## src/rtl/mem_stage.sv

```systemverilog
// Memory stage: passes ALU results through, or issues one aligned load/store on a
// simple req/ack bus and produces a single registered writeback pulse per instruction.
module mem_stage (
  input  logic        clk,
  input  logic        reset,
  input  logic        i_valid,
  input  logic        i_is_load,
  input  logic        i_is_store,
  input  logic [1:0]  i_size,
  input  logic        i_unsigned,
  input  logic [63:0] i_addr,
  input  logic [63:0] i_store_data,
  input  logic [63:0] i_result,
  input  logic [4:0]  i_rd,
  input  logic [31:0] i_pc,
  input  logic        i_flush,
  output logic        o_stall,
  output logic        mem_req,
  output logic        mem_we,
  output logic [63:0] mem_addr,
  output logic [63:0] mem_wdata,
  output logic [7:0]  mem_wstrb,
  input  logic        mem_ack,
  input  logic [63:0] mem_rdata,
  output logic        wb_valid,
  output logic [4:0]  wb_rd,
  output logic [63:0] wb_data,
  output logic [31:0] wb_pc,
  output logic        o_misaligned,
  output logic        fsm_state
);

  // Bus handshake: mem_req rises with address/data/strobes valid and holds them
  // unchanged until the cycle mem_ack=1 is sampled; mem_ack is ignored outside BUSY.
  typedef enum logic {IDLE = 1'b0, BUSY = 1'b1} state_t;

  state_t      state;
  logic        lat_load;
  logic        lat_unsigned;
  logic        lat_flushed;
  logic [1:0]  lat_size;
  logic [2:0]  lat_off;
  logic [4:0]  lat_rd;
  logic [31:0] lat_pc;

  logic        is_mem;
  logic        misaligned;
  logic [7:0]  base_strb;
  logic [7:0]  store_strb;
  logic [63:0] store_wdata;
  logic [63:0] load_shifted;
  logic [63:0] load_val;

  assign fsm_state = state;
  assign is_mem    = i_is_load | i_is_store;

  always_comb begin
    misaligned = 1'b0;
    base_strb  = 8'h01;
    case (i_size)
      2'd0: begin misaligned = 1'b0;           base_strb = 8'h01; end
      2'd1: begin misaligned = i_addr[0];      base_strb = 8'h03; end
      2'd2: begin misaligned = |i_addr[1:0];   base_strb = 8'h0F; end
      default: begin misaligned = |i_addr[2:0]; base_strb = 8'hFF; end
    endcase
  end

  assign store_strb   = base_strb << i_addr[2:0];
  assign store_wdata  = i_store_data << {i_addr[2:0], 3'b000};
  assign load_shifted = mem_rdata >> {lat_off, 3'b000};

  always_comb begin
    load_val = load_shifted;
    case (lat_size)
      2'd0: load_val = lat_unsigned ? {56'd0, load_shifted[7:0]}
                                    : {{56{load_shifted[7]}}, load_shifted[7:0]};
      2'd1: load_val = lat_unsigned ? {48'd0, load_shifted[15:0]}
                                    : {{48{load_shifted[15]}}, load_shifted[15:0]};
      2'd2: load_val = lat_unsigned ? {32'd0, load_shifted[31:0]}
                                    : {{32{load_shifted[31]}}, load_shifted[31:0]};
      default: load_val = load_shifted;
    endcase
  end

  always_ff @(posedge clk) begin
    if (reset) begin
      state        <= IDLE;
      o_stall      <= 1'b0;
      mem_req      <= 1'b0;
      mem_we       <= 1'b0;
      mem_addr     <= 64'd0;
      mem_wdata    <= 64'd0;
      mem_wstrb    <= 8'd0;
      wb_valid     <= 1'b0;
      wb_rd        <= 5'd0;
      wb_data      <= 64'd0;
      wb_pc        <= 32'd0;
      o_misaligned <= 1'b0;
      lat_load     <= 1'b0;
      lat_unsigned <= 1'b0;
      lat_flushed  <= 1'b0;
      lat_size     <= 2'd0;
      lat_off      <= 3'd0;
      lat_rd       <= 5'd0;
      lat_pc       <= 32'd0;
    end else begin
      wb_valid     <= 1'b0;
      o_misaligned <= 1'b0;
      case (state)
        IDLE: begin
          if (i_valid && !i_flush) begin
            if (!is_mem) begin
              wb_valid <= 1'b1;
              wb_rd    <= i_rd;
              wb_data  <= i_result;
              wb_pc    <= i_pc;
            end else if (misaligned) begin
              o_misaligned <= 1'b1;
              wb_valid     <= 1'b1;
              wb_rd        <= 5'd0;
              wb_data      <= 64'd0;
              wb_pc        <= i_pc;
            end else begin
              state        <= BUSY;
              o_stall      <= 1'b1;
              mem_req      <= 1'b1;
              mem_we       <= i_is_store;
              mem_addr     <= {i_addr[63:3], 3'b000};
              mem_wdata    <= i_is_store ? store_wdata : 64'd0;
              mem_wstrb    <= i_is_store ? store_strb : 8'd0;
              lat_load     <= i_is_load;
              lat_unsigned <= i_unsigned;
              lat_flushed  <= 1'b0;
              lat_size     <= i_size;
              lat_off      <= i_addr[2:0];
              lat_rd       <= i_rd;
              lat_pc       <= i_pc;
            end
          end
        end
        BUSY: begin
          if (i_flush) lat_flushed <= 1'b1;
          if (mem_ack) begin
            state     <= IDLE;
            o_stall   <= 1'b0;
            mem_req   <= 1'b0;
            mem_we    <= 1'b0;
            mem_addr  <= 64'd0;
            mem_wdata <= 64'd0;
            mem_wstrb <= 8'd0;
            // A flush seen at any point while busy, even on the ack cycle, kills writeback.
            if (!(lat_flushed || i_flush)) begin
              wb_valid <= 1'b1;
              wb_pc    <= lat_pc;
              wb_rd    <= lat_load ? lat_rd : 5'd0;
              wb_data  <= lat_load ? load_val : 64'd0;
            end
          end
        end
        default: state <= IDLE;
      endcase
    end
  end

endmodule
```

## config.mk

```make
export PLATFORM = sky130hd
export DESIGN_NAME = mem_stage
export DESIGN_NICKNAME = d
export VERILOG_FILES = /design/src/rtl/mem_stage.sv
export SDC_FILE = /design/constraint.sdc
export NUM_CORES = 1
export LEC_CHECK = 0
export ABC_AREA = 1
export BUFFER_PORTS_ARGS = -buffer_cell sky130_fd_sc_hd__buf_2
export CORE_AREA = 2 2 215 217
export DETAILED_ROUTE_END_ITERATION = 12
export DIE_AREA = 0 0 217 219
export MAX_ROUTING_LAYER = met4
export PLACE_DENSITY = 0.68
export SETUP_SLACK_MARGIN = 0.2
export SYNTH_ARGS = -nofsm -noshare
export SYNTH_HDL_FRONTEND = slang
export SYNTH_SLANG_ARGS = --single-unit
```

## constraint.sdc

```tcl
create_clock -name clk -period 2.2 [get_ports clk]
set_input_delay 0.22 -clock clk [delete_from_list [all_inputs] [get_ports clk]]
set_output_delay 0.22 -clock clk [all_outputs]
set_load 0.01 [all_outputs]
```

## Word level (Yosys, flattened, before mapping)

Cells that the tools add are included.

| cells by class | value |
|---|---|
| equal/unequal tests | 11 |
| shift operators | 3 |
| mux-type cells | 67 |
| bitwise logic cells | 5 |
| reductions and logical operators | 12 |

Operators with widths:

| operator | count |
|---|---|
| 64-bit two-way mux | 17 |
| 64-bit case mux with 2 select lines | 3 |
| 64-bit case mux with 3 select lines | 1 |
| 32-bit two-way mux | 5 |
| 32-bit case mux with 2 select lines | 1 |
| 64-bit by 6-bit << shifter with 64-bit output | 1 |
| 64-bit by 6-bit >> shifter with 64-bit output | 1 |
| 8-bit two-way mux | 5 |
| 5-bit two-way mux | 6 |
| 8-bit case mux with 3 select lines | 1 |
| 1-bit two-way mux | 20 |
| 8-bit case mux with 2 select lines | 1 |
| 4-bit AND reduction | 4 |
| 2-bit != test, second input constant | 6 |
| 1-bit case mux with 2 select lines | 5 |
| 5-bit case mux with 2 select lines | 1 |
| 8-bit by 3-bit << shifter with 8-bit output | 1 |
| 2-bit by 1-bit == test with 1-bit output, second input constant | 2 |
| 2-bit == test, second input constant | 2 |
| 2-bit logical NOT | 2 |
| 1-bit inverter | 4 |
| 4-bit OR reduction | 1 |
| 3-bit != test, second input constant | 1 |
| 1-bit case mux with 3 select lines | 1 |
| 6 further kinds | 6 |

| word-level totals | value |
|---|---|
| register bits after elaboration | 287 |
| input port bits | 303 |
| output and inout port bits | 243 |
| logic and storage cells | 116 |

## Logic depth before layout (Yosys ltp)

Gate-level depths: netlist of the first run.

| logic depth | value |
|---|---|
| word-level depth | 8 |
| depth in mapped cells | 13 |
| mapped depth without buffers | 11 |

## Worst setup path after synthesis of the first run

OpenSTA, ideal clock, no wires.

| timing | value |
|---|---|
| kind | reg2reg |
| from | register lat_off[0] |
| to | register wb_data[55] |
| setup time | 0.119 ns |
| arrival | 1.480 ns |
| data required time | 2.081 ns |
| setup slack | 0.601 ns |
| stages on the path, launching flop included | 14 |
| buffers on the path | 2 |
| clock period less this slack | 1.599 ns |
| cell sequence | dfxtp_1 buf_4 inv_6 nand2_1 nand3_1 nand3_1 nand2_1 nand2_2 nand2_4 inv_2 nand2_2 buf_4 nand3_1 a21oi_1 |

| on the way | value |
|---|---|
| word-level cells in the longest chain between the ends | 7 |
| elaborated cells on any way between the ends | 9 |
| classes of those cells | shift (1); mux (8) |

Ends and longest elaborated chain:

| element | line | text |
|---|---|---|
| from (decl) | 42 | `logic [2:0] lat_off;` |
| from (signal assigned) | 135 | `lat_off <= i_addr[2:0];` |
| 64-bit by 6-bit >> shifter with 64-bit output * | 70 | `assign load_shifted = mem_rdata >> {lat_off, 3'b000};` |
| 64-bit two-way mux, on equally long branches | 79, 75, 77 |  |
| 64-bit case mux with 3 select lines * | 74 | `case (lat_size)` |
| 64-bit two-way mux * | 156 | `wb_data <= lat_load ? load_val : 64'd0;` |
| 64-bit two-way mux * | 152 | `if (!(lat_flushed \|\| i_flush)) begin` |
| 64-bit two-way mux * | 143 | `if (mem_ack) begin` |
| 64-bit case mux with 2 select lines * | 109 | `case (state)` |
| to (signal assigned) | 115 | `wb_data <= i_result;` |
| to (signal assigned) | 156 |  |
| to (decl) | 27 | `output logic [63:0] wb_data,` |

Mark *: on every way between the ends. The rest lies on a longest branch, timed or not. The select of a mux whose other input is x is not followed.
A chain may end at the register's enable or synchronous reset.

## Worst setup path in the final report of the first run

| timing | value |
|---|---|
| from | register lat_off[0] |
| to | register wb_data[52] |

Same word-level chain as after synthesis.

==> results of run 1 <==
## through the flow
stage | hold slack [ns] | cells | power, mW | setup WS [ns] | util
floorplan | 0.3646 | 2327 | 6.936 | 0.6006 | -
global route | 0.04414 | 3521 | 14.16 | 0.1911 | 0.4529
finish | 0.03561 | 3526 | 13.57 | 0.2981 | 0.4531
global placement | 0.4353 | 3344 | 7.989 | 0.1347 | 0.4031
CTS | 0.0009570 | 3513 | 13.64 | 0.2291 | 0.4511
detailed placement | 0.4416 | 3344 | 7.994 | 0.1133 | 0.4031
## flip-flops by register name (all words and copies together), names as in the netlist, 2 cells and up
register,count
mem_wstrb,8
mem_addr,61
wb_rd,5
lat_pc,32
lat_off,3
wb_pc,32
lat_size,2
wb_data,64
mem_wdata,64
lat_rd,5
## kinds of logic (layout without fill, tap and decap cells)
| family | Yosys count | in the layout | synth area share |
|---|---|---|---|
| buf+inv | 335 | 922 | 0.09761 |
| compound gates | 632 | 632 | 0.2224 |
| mux | 9 | 9 | 0.006075 |
| flops | 284 | 284 | 0.3834 |
| simple gates | 1064 | 1064 | 0.2903 |
| other cells | 1 | 15 | 0.0002529 |
## path summary, 6_finish.rpt
check | end | slack (ns) | depth (start not counted)
setup / recovery | wb_data[52] | 0.30 | 12
hold / removal | wb_pc[28] | 0.04 | 5
setup reg to reg | wb_data[52] | 0.30 | 12
hold reg to reg | lat_rd[0] | 0.45 | 2
## layer usage
metal  part of all wire  up-vias  GRT usage
met3              0.084      194    0.05683
met1               0.38     8036     0.2917
met2               0.48      903     0.4302
met4              0.060        0     0.1600
li1                   -     8696          -
met5                  0        -          -
## what timing repair did
item,CTS,global route
pin swaps,0,0
endpoints found under the hold margin,112,0
cloned,0,1
gates resized for setup,1,11
hold buffers,109,0
endpoints found under the setup margin,5,31
## cell usage in the layout (no fill, tap or decap), types with 2 or more instances in the layout
cell type	instances
diode_2	12
nand2_4	3
o21a_1	5
nand3_1	135
o21ai_0	301
nor2_1	236
clkinv_1	3
nand2_2	4
inv_1	133
nand2_1	645
inv_2	5
clkinv_8	2
clkbuf_16	35
clkbuf_8	8
clkinv_2	7
nor2_4	2
nand3_2	2
a21oi_1	268
buf_2	541
buf_4	44
inv_6	2
o21ai_1	8
o211ai_1	42
conb_1	3
a22oi_1	4
or2_2	22
dfxtp_2	2
clkbuf_1	6
and2_1	5
dfxtp_1	281
clkinvlp_4	4
dlygate4sd3_1	109
buf_12	21
mux2i_1	9
nand4_1	4
## worst reg2reg max path: cells and delay by family, from the launching register on
kind / cells / cell delay (ns)
simple gates: 8 / 0.83
compound gates: 1 / 0.17
flops: 1 / 0.40
buf+inv: 3 / 0.45
## layout make-up
| type | count | area, um2 | share of cell area |
|---|---|---|---|
| diodes | 12 | 30.03 | 0.001470 |
| clock buffers | 48 | 983.4 | 0.04814 |
| clock inverters | 12 | 90.09 | 0.004409 |
| inverters | 146 | 569.3 | 0.02786 |
| multi-input cells | 1708 | 7741 | 0.3789 |
| flip-flops and latches | 284 | 5692 | 0.2786 |
| well taps | 600 | 750.7 | 0.03674 |
| repair buffers | 716 | 4574 | 0.2239 |
## power breakdown
group | switching [mW] | internal [mW]
registers | 0.114 | 5.37
logic | 1.61 | 1.03
clock network | 2.30 | 3.14
==> impl.org, run 1 <==
** Clock network
- CTS saw 284 sinks.
- In this run the clock root is driven by a clkbuf_16.
- Counting along the longest clock path gives a buffer depth of 3.
- The number of clock buffers added by TritonCTS is 34.
- Clock latency on the worst-skew pair, taken at its later pin, is 0.55 ns.
- Clock-pin slew was measured on the worst setup and hold paths at about 0.06 ns.
- Post-CTS setup-driven buffer insertion count :: 0
- TritonCTS built the clock tree.
- The H-tree generated during clock tree synthesis spans 2 levels.

** STA
- The worst pin sits at a relative slew slack of 0.4704.
- Highest Clock Rate :: 0.5258 GHz
- Setup violations remaining at the end of the flow were counted as 0.
- After layout, the minimum clock period comes to 1.902 ns.
- Setup repair after global routing left no endpoint under its margin.
- Setup total negative slack on the finished layout was measured at 0 ns.
- Fin. Hold Viols :: 0
- Of the available clock period, the critical path in the final layout requires 0.8645.
- At the pin with the least slew margin, the transition time is a little under 0.8 ns.
- Max-slew violation count :: 0
- For the final database, setup skew stands at 0.01313 ns.

** Placement
- Post-detailed-placement cell area :: 18,170 um2
- The congestion estimate from routability-driven global placement came to 0.9796.
- Buffers added on ports :: about 540
- The HPWL after detailed placement is 45.60 mm.

** Worst setup path
- Buffer and inverter count on the worst path :: 3
- For this run, the slowest stage of the critical path takes roughly 0.40 ns.
- In this run the critical register-to-register path is launched from lat_off[0].
- WP data arrival :: ~2.4 ns
- STA puts the critical path data required time at approximately 2.7 ns.
- The slowest stage of the critical path belongs to the cell dfxtp_4.
- The critical path goes through buf_4, nand2_1, nand3_1, nand3_1, nand2_2, nand2_2, nand2_4, inv_2, nand2_4, buf_12, nand3_1, a21oi_1.
- Most frequent CP cell :: nand3_1
- Endpoint kind of the worst setup timing path :: flip-flop
- Crit-path leading delay family :: simple AND/OR/NAND/NOR gates
- The most critical setup path has its startpoint at lat_off[0].
- Setup Crit Path Kind :: flip-flop to flip-flop
- Biggest fanout along the worst timing path :: 16
- STA classifies the critical path startpoint as a flip-flop.

** Global routing
- Pin count of the biggest net entering global routing :: 141
- The via count of the first global-routing pass is 16,870.
- Global routing finished with a remaining overflow of 0.
- First-pass GRT wire length :: 94.63 mm
- Global-route usage over all layers :: 0.2620
- Number of antenna violations at the first check in global routing :: 7

** Routing
- Router iterations before antenna repair :: 6
- After detailed routing, the total wire length is 63.43 mm.
- In the routed layout, each cell is associated on average with a via count of 5.056.
- DRC violations left :: 0
- The routed layout has 17,830 vias.
- Detail-routed net length per standard cell :: ~18 um
- After the first detailed-routing iteration, the DRC count stood at 1,591.
- The detail route stage leaves a number of antenna-violating nets equal to 0.

** Job
- Number of max-cap violations :: 0

** Synthesis
- Share of synthesized flip-flops with an asynchronous set or reset :: 0
- Of the post-synthesis cell area, the dominant cell type holds 0.3834.
- The synthesized design contains 0 enable-type register cells.
- Warnings from Yosys :: 0
- In this run the mean area of a mapped cell was 6.379 um2.
- In the synthesized netlist, the cells that appear most often are 647 x nand2_1, 302 x o21ai_0, 284 x dfxtp_1.
- The synthesized design spends more area on one cell type than any other, namely dfxtp_1.
- Leading cell types by total area after synthesis :: dfxtp_1 38%, nand2_1 16%, o21ai_0 10%
- Summing every instance area after synthesis gives between 10,000 and 15,000 um2.
- Number of library cell types mapped by synthesis :: 36
- Synthesis handed over a netlist of approximately 2,300 instances.
- Number of register bits inferred by synthesis :: 284
- For this run, the register share of the synthesized area comes to 0.3834.
- In the post-synthesis netlist, the cell with the most instances is nand2_1.
- Flip-flop cell with the highest count after synthesis :: dfxtp_1

** Status
- Outcome :: complete, no violations

** Power
- VDD sags by at most about 520 uV.
- Leakage power summed over all cells :: 9.667 nW
- Dividing total power by cell area gives a power density of 664.0 nW/um2.

** Finish
- Final Net Count :: 3,193
- Of the cells placed in the final design, the portion with a size suffix greater than 1 is 0.2443.
- The finished cells cover 20,430 um2.
- Counting the fill cells in the layout gives 4,696.
- Compared with the post-synthesis result, the final layout area differs by 37.76%.

** Floorplanning
- After floorplanning, the core was sized to cover between 40,000 and 50,000 um2.
- The initial utilization of the core area, before any placement, comes to 0.3289.
- 546 I/O pins were placed.
- Area of the die :: 47,520 um2
- Die H :: 219 um
- Num rows :: approximately 80
- From left edge to right edge, the die measures 217 um.

** Min path
- In this run the most critical hold path is launched from i_pc[28].
- In this run the worst hold path is classified as input pin to flip-flop.
Power figures use the tool's default switching activity.
==> inputs of run 2 (changes only) <==
CORE_AREA = 2 2 214 216   (was 2 2 215 217)
DIE_AREA = 0 0 216 218   (was 0 0 217 219)
==> run 2 against run 1 <==
  * Highest routed layer unchanged
  * Global-route usage increased by 0.73 points
  * Sequential power hardly changed
  * Final cell count rose by 0.40%
  * Wire length grew 1.5%
==> impl.org, run 2 (same netlist as run 1, synthesis figures left out) <==
** Worst setup path
- Crit-path leading delay family :: simple AND/OR/NAND/NOR gates (unchanged)
- The kind of critical path is flip-flop to flip-flop (unchanged).
- The origin of the critical flop-to-flop path is lat_off[0] (unchanged).
- The buffers plus inverters on the worst setup path came to 2 (was 3).
- The type of element capturing the critical path was a flip-flop (unchanged).
- Biggest fanout along the worst timing path :: 18 (was 16)
- The data arrival time of the critical path is 2.40 ns (was 2.38 ns).
- FF-to-FF setup slack :: 0.28 ns (was 0.30 ns)
- Cell-by-cell trace of the critical path :: bufinv_16, buf_4, nand2_1, and2_1, o21a_1, nand2_1, nand3_1, nand2_1, nand2_1, a21oi_1 (was buf_4, nand2_1, nand3_1, nand3_1, nand2_2, nand2_2, nand2_4, inv_2, nand2_4, buf_12, nand3_1, a21oi_1)
- Required time of the critical path :: 2.67 ns (was 2.68 ns)
- The worst reg2reg path endpoint is wb_data[12] (was wb_data[52]).
- The cell with the most instances on the worst path is nand2_1 (was nand3_1).
- Largest stage delay on the critical path :: 0.39 ns (was 0.40 ns)
- The type of origin of the critical path is a flip-flop (unchanged).
- Critical-path cell with the highest stage delay :: dfxtp_4 (unchanged)
- The logic depth of the worst register-to-register path is 10 (was 12).

** Floorplanning
- The cell row count was 78 (unchanged).
- The effective utilization at floorplan came to 0.3304 (was 0.3289).
- Die H :: 218 um (was 219 um)
- I/O Pins :: 546 (unchanged)
- Core outline area :: 44,890 um2 (was 45,090 um2)
- The die span in x is 216 um (was 217 um).
- Area of the die :: 47,090 um2 (was 47,520 um2)

** Routing
- The number of nets with antenna violations after detailed routing is 0 (unchanged).
- The number of search-and-repair iterations in the first detailed-routing pass came to 5 (was 6).
- Detailed-route vias per instance :: 5.010 (was 5.056)
- Post-Route WL :: 64.39 mm (was 63.43 mm)
- The average detailed-routed wire length per instance was 18.19 um (was 17.99 um).
- Total via count in the routed design :: 17,740 (was 17,830)
- The first-iteration detailed-routing DRC count was 1,160 (was 1,591).
- DRC violations left :: 0 (unchanged)

** Min path
- The hold path startpoint is i_result[1] (was i_pc[28]).
- The kind of path behind the tightest hold check is input pin to flip-flop (unchanged).
- The hold path depth came to 5 (unchanged).
- The endpoint of the worst hold path is wb_data[1] (was wb_pc[28]).

** Placement
- The weighted congestion reported at the end of routability-driven placement came to 0.9706 (was 0.9796).
- The placed wire-length estimate after detailed placement came to 46.48 mm (was 45.60 mm).
- The number of buffer cells added on primary ports is 542 (unchanged).
- # placed instances :: 3,357 (was 3,344)

** STA
- Minimum clock period :: 1.925 ns (was 1.902 ns)
- The setup clock skew after layout was 0.01417 ns (was 0.01313 ns).
- Setup tns final :: 0 ns (unchanged)
- Setup-failing EPs final :: 0 (unchanged)
- Fin crit share :: 0.8750 (was 0.8645)
- The fmax was 0.5195 GHz (was 0.5258 GHz).
- Worst rel slew slack :: 0.4870 (was 0.4704)
- Fin. Hold Viols :: 0 (unchanged)
- The max-slew violation count came to 0 (unchanged).
- RSZ-0062 raised after global routing :: no (unchanged)
- Measured slew at the worst slew-check pin :: 0.7696 ns (was 0.7944 ns)

** Clock network
- The number of sinks handled by clock tree synthesis came to 284 (unchanged).
- TritonCTS clock tree :: yes (unchanged)
- Clock latency on the worst-skew pair :: 0.55 ns (about the same)
- The H-tree depth is 2 (unchanged).
- CTS Buf Count :: 35 (was 34)
- The cell at the root of the clock tree is clkbuf_16 (unchanged).
- Clock-pin slew of the registers on the worst-case setup and hold paths :: 0.06 ns (about the same)
- The deepest clock path buffer count is 3 (unchanged).

** Finish
- Fraction of layout instances using a drive strength above 1 :: 0.2480 (was 0.2443)
- Commonest non-fill, non-tap cell in the layout :: nand2_1 (unchanged)
- Top library cells by usage in the layout, fill and taps aside :: 645 x nand2_1, 541 x buf_2, 296 x o21ai_0, 281 x dfxtp_1, 267 x a21oi_1 (was 645 x nand2_1, 541 x buf_2, 301 x o21ai_0, 281 x dfxtp_1, 268 x a21oi_1)
- The number of nets in the finished design was 3,214 (was 3,193).
- Number of cells in the finished layout apart from fillers :: 3,540 (was 3,526)
- Registers with the highest flip-flop counts :: mem_wdata x64, wb_data x64, mem_addr x61 (unchanged)
- The area growth from synthesis to layout came to 39.43% (was 37.76%).

** Power
- The share of total power in the clock network came to 0.415 (was 0.401).
- The share of total power consumed by net switching was 0.2940 (was 0.2968).
- Net Sw Power :: 4.128 mW (was 4.026 mW)
- The part of the power in combinational logic is 0.194 (was 0.195).
- Leakage power summed over all cells :: 9.808 nW (was 9.667 nW)
- The share of power burned in registers came to 0.391 (was 0.405).
- The total power density per cell area came to 679.0 nW/um2 (was 664.0 nW/um2).
- Max VDD drop :: 684.1 uV (was 522.8 uV)
- The cell-internal power was 9.913 mW (was 9.541 mW).

** Job
- The number of max-cap violations was 0 (unchanged).

** Global routing
- The largest net degree at the start of global routing is 141 (unchanged).
- The number of antenna violations at the first check in global routing was 6 (was 7).
- Vias in the first global route :: 17,050 (was 16,870)
- The global route total overflow came to 0 (unchanged).
- The aggregate global-route resource usage is 0.2693 (was 0.2620).
- First-pass GRT wire length :: 96.38 mm (was 94.63 mm)

** Status
- Outcome: complete, no violations (unchanged).
==> run 2: cell types whose count changed in the layout (fill, tap and decap cells not counted), sizes merged <==
| cell | change |
|---|---|
| clkinvlp | -1 |
| clkbuf | -4 |
| inv | +3 |
| buf | +14 |
| dlygate4sd3 | +5 |
| diode | -7 |
| bufinv | +4 |
==> run 2: worst max-delay path by stage <==
stage          startpoint            end  slack, ns  cells past startpoint
2_1_floorplan  lat_off[0]    wb_data[55]       0.60                     13
3_3_place_gp   lat_off[0]     wb_data[5]       0.08                     10
3_5_place_dp    i_addr[0]  mem_wdata[29]       0.09                     10
4_1_cts        lat_off[0]    wb_data[61]       0.21                     12
5_1_grt        lat_off[0]    wb_data[14]       0.20                      9
6_report       lat_off[0]    wb_data[12]       0.28                     10
==> run 2: layer usage <==
metal / share of wire / track usage / vias to the layer above
li1: - / - / 8722
met1: 0.39 / 0.3043 / 8028
met2: 0.47 / 0.4476 / 814
met3: 0.074 / 0.05063 / 172
met4: 0.058 / 0.1550 / 0
met5: 0 / - / -
==> run 2: metrics by stage <==
stage / util / hold WS (ns) / power (mW) / cell area (um2) / worst slack [ns]
after floorplan: - / 0.3646 / 6.936 / 14840 / 0.6006
after global placement: 0.4074 / 0.4349 / 8.055 / 18290 / 0.07979
after detailed placement: 0.4074 / 0.4397 / 8.061 / 18290 / 0.08710
after CTS: 0.4591 / 0.001072 / 14.09 / 20610 / 0.2098
after global routing: 0.4606 / 0.05190 / 14.65 / 20680 / 0.2024
final: 0.4606 / 0.02874 / 14.04 / 20680 / 0.2750
==> run 2: power by group through the flow <==
stage	clock network, mW	registers, mW	logic [mW]
floorplan	0	5.67	1.27
global placement	0	5.59	2.47
detailed placement	0	5.59	2.47
CTS	5.96	5.48	2.65
global route	6.17	5.51	2.97
finish	5.83	5.49	2.72
==> run 2: worst min-delay path: stages <==
cell	delay, ns
buf_2	0.08
nand3_1	0.07
nand2_1	0.06
nor2_1	0.04
nor2_1	0.07
==> run 2: timing repair <==
| action | 4_1_cts | 5_1_grt |
|---|---|---|
| buffers inserted | 0 | 1 |
| gates resized for setup | 5 | 12 |
| endpoints found under the hold margin | 122 | 0 |
| setup endpoints to repair | 13 | 54 |
| hold buffers | 114 | 0 |
| pin swaps | 0 | 1 |
| gates cloned | 1 | 1 |
==> run 2: layout make-up <==
type	count	area [um2]
Fill cell	4629	24210
Timing Repair Buffer	735	4758
Inverter	146	580.6
Timing Repair inverter	1	8.758
Tap cell	600	750.7
Clock inverter	17	186.4
Multi-Input combinational cell	1708	7730
Sequential cell	284	5692
Clock buffer	44	959.7
Antenna cell	5	12.51
